`src/rtl/p2tdm.sv`:
```
// p2tdm: 256-bit parallel frame to TDM serializer; optional underrunCnt output with P2TDM_UNDERRUN_CNT_EN
module p2tdm (
    input  logic         clk,
    input  logic         rst,
    input  logic         enable,
    input  logic [7:0]   clkDiv,
    input  logic         pvalid,
    output logic         pready,
    input  logic [255:0] pdata,
    output logic         sclk,
    output logic         fs,
    output logic         tdmout,
    output logic         frameStart,
    output logic         underrun
`ifdef P2TDM_UNDERRUN_CNT_EN
    ,
    output logic [15:0]  underrunCnt
`endif
);
    typedef enum logic [1:0] {IDLE, WAIT, LEAD, SHIFT} state_t;
    state_t state, state_n;
    logic [7:0] div, cnt, idx;
    logic [255:0] hold, shreg;
    logic hold_full, hold_next, fall, xfer, last, load, ur;
    // next state and per-cycle control; fs during bit 0 marks a chained frame
    always_comb begin
        fall = (state != IDLE) && sclk && (cnt == div);
        xfer = pvalid && pready;
        last = (state == SHIFT) && (idx == 8'd0);
        load = fall && ((state == LEAD) || (last && fs));
        ur = fall && last && !fs;
        hold_next = load ? 1'b0 : (hold_full || xfer);
        state_n = state;
        case (state)
            IDLE:    state_n = WAIT;
            WAIT:    state_n = (fall && hold_full) ? LEAD : WAIT;
            LEAD:    state_n = fall ? SHIFT : LEAD;
            default: state_n = ur ? WAIT : SHIFT;
        endcase
    end
    // bit clock divider captured when leaving IDLE, ignored afterwards
    always_ff @(posedge clk) begin
        if (rst)
            div <= 8'd0;
        else if (enable && state == IDLE)
            div <= clkDiv;
    end
    // state, sclk generation, holding buffer and shift register; fs/tdmout move only on sclk fall
    always_ff @(posedge clk) begin
        if (rst || !enable) begin
            state <= IDLE;
            sclk <= 1'b0;
            fs <= 1'b0;
            tdmout <= 1'b0;
            pready <= 1'b0;
            frameStart <= 1'b0;
            underrun <= 1'b0;
            hold_full <= 1'b0;
            hold <= '0;
            shreg <= '0;
            idx <= 8'd255;
            cnt <= 8'd0;
        end else begin
            state <= state_n;
            pready <= !hold_next;
            hold_full <= hold_next;
            if (xfer)
                hold <= pdata;
            frameStart <= load;
            underrun <= ur;
            cnt <= (state == IDLE || cnt == div) ? 8'd0 : cnt + 8'd1;
            sclk <= (state != IDLE) && (sclk ^ (cnt == div));
            if (fall) begin
                if (load) begin
                    shreg <= hold;
                    tdmout <= hold[255];
                    idx <= 8'd255;
                    fs <= 1'b0;
                end else if (state == SHIFT && !last) begin
                    shreg <= {shreg[254:0], 1'b0};
                    tdmout <= shreg[254];
                    idx <= idx - 8'd1;
                    fs <= (idx == 8'd1) && hold_full;
                end else begin
                    shreg <= '0;
                    tdmout <= 1'b0;
                    idx <= 8'd255;
                    fs <= (state == WAIT) && hold_full;
                end
            end
        end
    end
`ifdef P2TDM_UNDERRUN_CNT_EN
    // saturating underrun event counter, survives enable toggling
    always_ff @(posedge clk) begin
        if (rst)
            underrunCnt <= 16'd0;
        else if (underrun && underrunCnt != 16'hFFFF)
            underrunCnt <= underrunCnt + 16'd1;
    end
`endif
endmodule
```
`config.mk`:
```
export PLATFORM = sky130hd
export DESIGN_NAME = p2tdm
export DESIGN_NICKNAME = d
export VERILOG_FILES = /design/src/rtl/p2tdm.sv
export SDC_FILE = /design/constraint.sdc
export NUM_CORES = 1
export LEC_CHECK = 0
export CAP_MARGIN = 20
export CELL_PAD_IN_SITES_DETAIL_PLACEMENT = 0
export CELL_PAD_IN_SITES_GLOBAL_PLACEMENT = 1
export CORE_MARGIN = 5
export CORE_UTILIZATION = 45
export CTS_CLUSTER_DIAMETER = 120
export DETAILED_ROUTE_END_ITERATION = 10
export PLACE_DENSITY_LB_ADDON = 0.1
export SETUP_SLACK_MARGIN = 0.05
export SLEW_MARGIN = 40
export SYNTH_ARGS = -nofsm -noshare
export SYNTH_HDL_FRONTEND = slang
export SYNTH_SLANG_ARGS = --single-unit
export TNS_END_PERCENT = 30
```
`constraint.sdc`:
```
create_clock -name clk -period 4.85 [get_ports clk]
set_input_delay 1.455 -clock clk [delete_from_list [all_inputs] [get_ports clk]]
set_output_delay 1.455 -clock clk [all_outputs]
set_load 0.02 [all_outputs]
```
### Word level (Yosys, flattened, before mapping)

Cells that the tools add are included.

* flip-flop bits (word level): 544
* bits of input ports: 268
* output and inout bits: 6
* logic and storage cells: 60

* $add $sub $neg: 2
* eq/ne operators: 5
* multiplexer cells: 13
* bitwise gates (word level): 1
* reduce and logical (&&, ||, !) cells: 26

Operator list (count)
* $mux 255: 2
* $mux 8: 2
* $logic_and 1x1->1: 14
* $add 8x1->8 const B: 1
* $eq 8x1->1 const B: 1
* $eq 8x8->1: 1
* $logic_not 8->1: 1
* $sub 8x1->8 const B: 1
* $mux 1: 6
* $pmux 2 s3: 1
* $eq 2x2->1 const B: 2
* $logic_not 1->1: 4
* $logic_or 1x1->1: 4
* $mux 2: 2
* $eq 2x1->1 const B: 1
* $logic_not 2->1: 1
* $reduce_bool 2->1: 1
* $reduce_or 2->1: 1
* $xor 1x1->1: 1

### Depth between registers and ports, before layout

Gate-level depths: netlist (run 1).

* depth in word-level cells: 7
* gate-level depth with buffers: 11
* mapped depth without buffers: 7

### Worst setup path before layout (run 1)

OpenSTA, ideal clock, no wires.

* kind: in2reg
* start point: in rst
* end point: reg shreg[204]
* library setup time: 127 ps
* arrival time: 2785 ps
* data required time: 4723 ps
* setup slack: 1938 ps
* stages: 8
* path buffers: 4
* path through: buf_2 nand2b_1 clkbuf_1 nor2_1 nand3_1 clkbuf_1 clkbuf_1 o2bb2ai_1

* cells in the longest elaborated chain, start to end: 1

Ends and longest elaborated chain
* start: declaration: line 4 `input logic rst,`
* $logic_or 1x1->1: line 50 `if (rst || !enable) begin`
* end signal: assignment: line 75 `shreg <= hold;`
* end signal: assignment: line 80 `shreg <= {shreg[254:0], 1'b0};`
* end: declaration: line 23 `logic [255:0] hold, shreg;`

No other way between the ends.
A chain may end at the register's enable or synchronous reset.

### Final worst setup path (run 1)

* start point: in rst
* end point: reg shreg[143]

The elaborated chain is that of the path after synthesis.

==> impl_results.md, run 1 <==
* Synth top cells by count: nand2_1 (798), dfxtp_1 (544), a21oi_1 (272)
* Final wirelength at 66.9 mm
* Number of port buffers at 273
* Pwr dens at 336 mW/mm2
* Die area at 0.0580 mm2
* Worst Path Arrival at 3760 ps
* Clock group share of total power at 47.3%
* Seq/Total Area, Yosys at 45.5%
* Comb power frac at under 10%
* Count leader, synth: nand2_1
* WL/cell at between 15 and 20 um
* Maxcap violations at 0
* Fin Setup TNS at 0 ps
* Pint at around 7.6 mW
* Synth area leaders: dfxtp_1 (45%), nand2_1 (13%), o2bb2ai_1 (9.3%)
* Multi-input gate area at around 0.011 mm2
* Post CTS Setup Buffer Count at 0
* Antenna Violating Nets Remaining at 0
* DRC violations left at 0
* Share of flip-flops with an asynchronous set or reset at 0%
* Slew Limit Fails at 0
* Layout net count at between 3,000 and 4,000
* Worst slew pin tran at 868 ps
* Max-slew headroom at between 40% and 50%
* Syn Nets at 3,303
* Post-Synthesis Cells at 3,032
* Fillcell total at 4,955
* Switching Share at 22.2%
* Num CTS Buffers at 59
* Ports at 274
* CTS Hold Bufs at 0
* Starting Density at 45.5%
* Vias per cell at 5.60
* Post-Syn Area per Cell at 7.90 um2
* Final critical-path share of the clock period at 68.0%
* Worst EP required at 5310 ps
* Antenna fix cells at 0
* Worst VDD drop at 0.294 mV
* Worst clock skew at 12.7 ps
* # setup viols final at 0
* Layout area overhead at 20.6%
* GP Congestion at ~0.8
* Clock Path Buffers at 3
* Pin count of the biggest net entering global routing at 213
* Most area-hungry cell type in the Yosys netlist: dfxtp_1
* Grt ovf at 0
* RSZ-0062 raised after global routing: no
* Leak pwr at roughly 8.5 nW
* CTS tree: built
* Fraction of layout cells with a size suffix above 1 at around 4.5%
* Vert. Die Dim at 241 um
* Hold Fails Final Rpt at 0
* Via Count at between 20,000 and 25,000
* Reg area at 0.0109 mm2
* Achievable Freq at approximately 300 MHz
* Total power at 9.72 mW
* First-pass GRT wire length at 107 mm
* Clk_lat worst skew at 600 ps
* Hold WC Path Type: register to register
* Clock-pin slew on the worst setup and hold paths at 60 ps
* Final hold slack at 460 ps
* Placed inst area at 0.0268 mm2
* Drt initial violations at 1,634
* Sequential share of power at a little under half
* Outcome: finished clean
* Post-synth EDFFs at 0
* Number of distinct library cells after synthesis at 41
* Number of global-route vias before repair at 20,575
* Chip width at between 200 and 250 um
* Crit path launch type: primary input
* Psw at between 2 and 2.5 mW
* CTS root buf: clkbuf_16
* Design area at 0.0289 mm2
* Setup slack after layout at 1550 ps
* Crit Path Category: primary input to register
* Warnings, synthesis at 0
* Yosys top cell area share at a little under half
* Synthesis-stage register bit count at about 540
* Detailed Routing Iterations Pass 1 at 5
* Rows at 84
* CTS H-tree lvls at 2
* Core area at 0.0527 mm2
* Initial antenna violation count at 0
* Final worst path period need at between 3000 and 4000 ps
* Synth Cell Area at 0.0240 mm2
* DP Worst Slack at just under 1000 ps
* CTS sink count at 544
* Worst-path fanout max at 110
* Top_reg_cell synth: dfxtp_1
* Gr usage total at 21.9%
* Setup crit end kind: register
* DP HPWL at 38.5 mm
* Post-cts resize count at 0
==> sequential cells by signal, indices dropped and copies added, names as in the netlist <==
name and cells:
div 8, sclk 1, shreg 255, idx 8
pready 1, hold_full 1, underrun 1, cnt 8
hold 256, state 2, tdmout 1, fs 1
frameStart 1
==> per-layer routing <==
metal | up-vias | track usage [%] | share of wire, % | wire [um]
li1 | 10739 | - | - | -
met1 | 10259 | 30.8 | 47 | 31600
met2 | 462 | 36.0 | 46 | 31000
met3 | 58 | 3.28 | 4.9 | 3310
met4 | 0 | 5.20 | 1.5 | 1040
met5 | - | 0 | 0 | 0
==> cell type report <==
class                   instances  area share [%]
clock inverters                10           0.528
clock buffers                  96            6.40
flip-flops and latches        544            37.7
repair buffers                311            11.5
multi-input cells            1937            37.5
inverters                     259            3.37
well taps                     688            2.98
==> logic make-up (layout without fill, tap and decap cells) <==
group,Yosys count,in the layout,share of synthesized area (%)
AO/OA/AOI/OAI,1054,1054,30.1
AND/OR/NAND/NOR,864,864,14.1
buffers and inverters,551,676,9.59
flip-flops,544,544,45.5
XOR/XNOR,15,15,0.548
adder cells (fa/ha/maj),3,3,0.157
multiplexers,1,1,0.0418
==> power by group through the flow <==
stage                     clock (mW)  combinational (mW)  sequential, mW
after global placement             0               0.574            4.63
final                           4.60               0.583            4.53
after detailed placement           0               0.581            4.63
after global routing            4.91               0.630            4.54
after CTS                       4.72               0.584            4.53
after floorplan                    0               0.265            4.62
==> through the flow <==
step | instances | util, %
after CTS | 3842 | 54.7
after global routing | 3845 | 54.9
after global placement | 3734 | 50.8
final | 3845 | 54.9
after detailed placement | 3736 | 50.9
after floorplan | 3032 | -
==> path summary, 6_finish.rpt <==
| kind | from | to | slack, ps | cells past startpoint |
|---|---|---|---|---|
| min | shreg[168]$_SDFFE_PP0P_ | shreg[168]$_SDFFE_PP0P_ | 460 | 1 |
| min reg2reg | shreg[168]$_SDFFE_PP0P_ | shreg[168]$_SDFFE_PP0P_ | 460 | 1 |
| max | rst | shreg[143]$_SDFFE_PP0P_ | 1550 | 7 |
| max reg2reg | idx[0]$_SDFFE_PP1P_ | shreg[158]$_SDFFE_PP0P_ | 1910 | 8 |
==> layout by cell type, fill, tap and decap left out, types with 22 or more instances in the layout <==
master           synthesis  routed
nand2_1                798     797
dfxtp_1                544     542
o2bb2ai_1              254     254
inv_1                  259     259
a22oi_1                254     254
nor2_1                  23      22
clkbuf_16                0      61
clkdlybuf4s50_1          0     273
o22ai_1                255     255
a21oi_1                272     272
==> critical path, stage by stage <==
cell             delay [ps]
clkdlybuf4s50_1         670
nand2b_4                250
nor2_1                  100
nand3_4                 140
buf_12                  440
buf_16                  430
o2bb2ai_1               160
Power figures use the tool's default switching activity.
==> inputs of run 2 (changes only) <==
--- a/config.mk
+++ b/config.mk
@@ -9,7 +9,7 @@
 export CELL_PAD_IN_SITES_DETAIL_PLACEMENT = 0
 export CELL_PAD_IN_SITES_GLOBAL_PLACEMENT = 1
 export CORE_MARGIN = 5
-export CORE_UTILIZATION = 45
+export CORE_UTILIZATION = 42
 export CTS_CLUSTER_DIAMETER = 120
 export DETAILED_ROUTE_END_ITERATION = 10
 export PLACE_DENSITY_LB_ADDON = 0.1
==> constraint.sdc (replaced) <==
create_clock -name clk -period 3.4 [get_ports clk]
set_input_delay 1.02 -clock clk [delete_from_list [all_inputs] [get_ports clk]]
set_output_delay 1.02 -clock clk [all_outputs]
set_load 0.02 [all_outputs]
==> run 2 against run 1 <==
Cell count rose by 2.4%; critical path depth decreased by 6; total power increased by 40%; sequential share of layout area decreased by 0.16 points; count of clock-buffer cells in the layout is 8 lower; largest cell class unchanged; non-clock buffer count increased by 23; via count up 1.3%; sequential power increased by 43%; register-to-register slack lost 1300 ps; flip-flop and latch count did not move; die area grew 6.8%; routed wire length rose by 2.0%.
==> impl_results.md, run 2 (same netlist as run 1, synthesis figures left out) <==
* Critical Path Start: sclk$_SDFF_PP0_
* Final critical-path share of the clock period at 81.9%
* Worst VDD drop at 0.381 mV
* CTS sink count at 544
* Sequential share of power at 47.4%
* Hold Fails Final Rpt at 0
* Via Count at 21,798
* Grt ovf at 0
* Rows at 87
* Pint at 10.5 mW
* Setup slack after layout at 617 ps
* Achievable Freq at 359 MHz
* Max reg flops at between 200 and 300
* Gr usage total at 20.8%
* Largest Register: hold
* Switching Share at 22.8%
* Total power at 13.6 mW
* Post CTS Setup Buffer Count at 0
* Core area at 0.0565 mm2
* Vert. Die Dim at 249 um
* DR WL met3 at 3.00 mm
* Worst path top cell family by delay: buffers and inverters
* Final worst path period need at 2780 ps
* Worst-path fanout max at 6
* Final wirelength at 68.3 mm
* Num CTS Buffers at 59
* WP depth at 1
* Slowest cell on crit path: clkdlybuf4s50_1
* Layout net count at around 3,400
* Clk_lat worst skew at 610 ps
* Antenna fix cells at 0
* GP Congestion at 0.781
* CTS root buf: clkbuf_16
* Non-Filler Instances at 3,938
* Starting Density at between 40% and 50%
* Pwr dens at 470 mW/mm2
* Final hold slack at 460 ps
* Commonest non-fill, non-tap cell in the layout: nand2_1
* Psw at 3.11 mW
* Largest registers: hold x256, shreg x255
* Clock Path Buffers at 3
* CTS Hold Bufs at 0
* Outcome: finished clean
* Number of global-route vias before repair at 21,086
* R2r endpoint: shreg[100]$_SDFFE_PP0P_
* Top Metal Used: met4
* Die area at 0.0619 mm2
* Detailed Routing Iterations Pass 1 at 5
* Initial antenna violation count at 0
* Worst clock skew at 17.4 ps
* Leak pwr at 8.53 nW
* Crit Path Category: register to output port
* Vias per cell at 5.54
* Max-slew headroom at 44.9%
* DRC violations left at 0
* CTS H-tree lvls at 2
* Fraction of layout cells with a size suffix above 1 at 5.28%
* Crit path launch type: register
* Met2 Routed Length at 31.5 mm
* Metal-1 WL at 32.2 mm
* # setup viols final at 0
* Comb power frac at 6.2%
* CP bufs+invs at 1
* Layout area overhead at 21.1%
* CP endpoint: sclk
* Clock group share of total power at 46.4%
* Number of port buffers at 273
* Antenna Violating Nets Remaining at 0
* Reg2Reg Setup Slack at 660 ps
* WL/cell at 17.3 um
* Hold WC Path Type: register to register
* Slew Limit Fails at 0
* Clock-pin slew on the worst setup and hold paths at 60 ps
* Worst slew pin tran at around 830 ps
* Fin Setup TNS at 0 ps
* Ports at 274
* Pin count of the biggest net entering global routing at 180
* DP HPWL at 40.9 mm
* Chip width at 249 um
* Most frequent cells in the layout: nand2_1 (797), dfxtp_1 (542), clkdlybuf4s50_1 (273)
* FF-to-FF path depth at 9
* RSZ-0062 raised after global routing: no
* Maxcap violations at 0
* DP Worst Slack at 459 ps
* CTS tree: built
* Worst EP required at 2380 ps
* Critical R2R Launch: idx[0]$_SDFFE_PP1P_
* Crit-path max cell delay at 670 ps
* Drt initial violations at between 1,500 and 2,000
* Setup crit end kind: output port
* First-pass GRT wire length at 111 mm
* Cell count after placement at 3,829
* Post-cts resize count at 0
* Worst Path Arrival at approximately 1800 ps
* Worst path cell trace: clkdlybuf4s50_1
## run 2: changes by cell type in the layout (fill, tap and decap cells not counted), moves of 2 or more
cell / before / now
buf_4: 14 / 41
inv_6: 0 / 3
clkbuf_16: 61 / 59
clkinv_2: 5 / 12
buf_6: 2 / 0
clkbuf_8: 19 / 14
## run 2: area by class of cell
| type | count | area, um2 |
|---|---|---|
| Clock inverter | 20 | 193 |
| Multi-Input combinational cell | 1937 | 10800 |
| Tap cell | 756 | 946 |
| Fill cell | 5423 | 27500 |
| Inverter | 259 | 972 |
| Sequential cell | 544 | 10900 |
| Timing Repair Buffer | 334 | 3460 |
| Clock buffer | 88 | 1730 |
## run 2: metal layers
metal / track usage, % / vias to the layer above
met5: 0 / -
met4: 5.93 / 0
met3: 3.13 / 94
met2: 34.5 / 472
met1: 28.5 / 10452
li1: - / 10780
## run 2: metrics by stage
| stage | util, % | area [um2] |
|---|---|---|
| finish | 51.4 | 29000 |
| detailed placement | 47.9 | 27100 |
| global route | 51.4 | 29000 |
| floorplan | - | 24000 |
| global placement | 47.8 | 27000 |
| CTS | 51.3 | 29000 |
## run 2: worst min path at each step
stage          slack, ps  cells after the start                     from                 endpoint
6_report             460                      1   shreg[50]$_SDFFE_PP0P_   shreg[50]$_SDFFE_PP0P_
5_1_grt              470                      1   shreg[25]$_SDFFE_PP0P_   shreg[25]$_SDFFE_PP0P_
2_1_floorplan        430                      1  shreg[100]$_SDFFE_PP0P_  shreg[100]$_SDFFE_PP0P_
4_1_cts              460                      1  shreg[204]$_SDFFE_PP0P_  shreg[204]$_SDFFE_PP0P_
3_5_place_dp         450                      1   shreg[12]$_SDFFE_PP0P_   shreg[12]$_SDFFE_PP0P_
3_3_place_gp         440                      1  shreg[186]$_SDFFE_PP0P_  shreg[186]$_SDFFE_PP0P_
## run 2: power groups by stage
stage	Combinational, mW	Sequential (mW)	Clock (mW)
finish	0.839	6.47	6.33
global route	0.908	6.47	6.77
CTS	0.846	6.47	6.51
detailed placement	0.843	6.61	0
global placement	0.827	6.60	0
floorplan	0.378	6.59	0
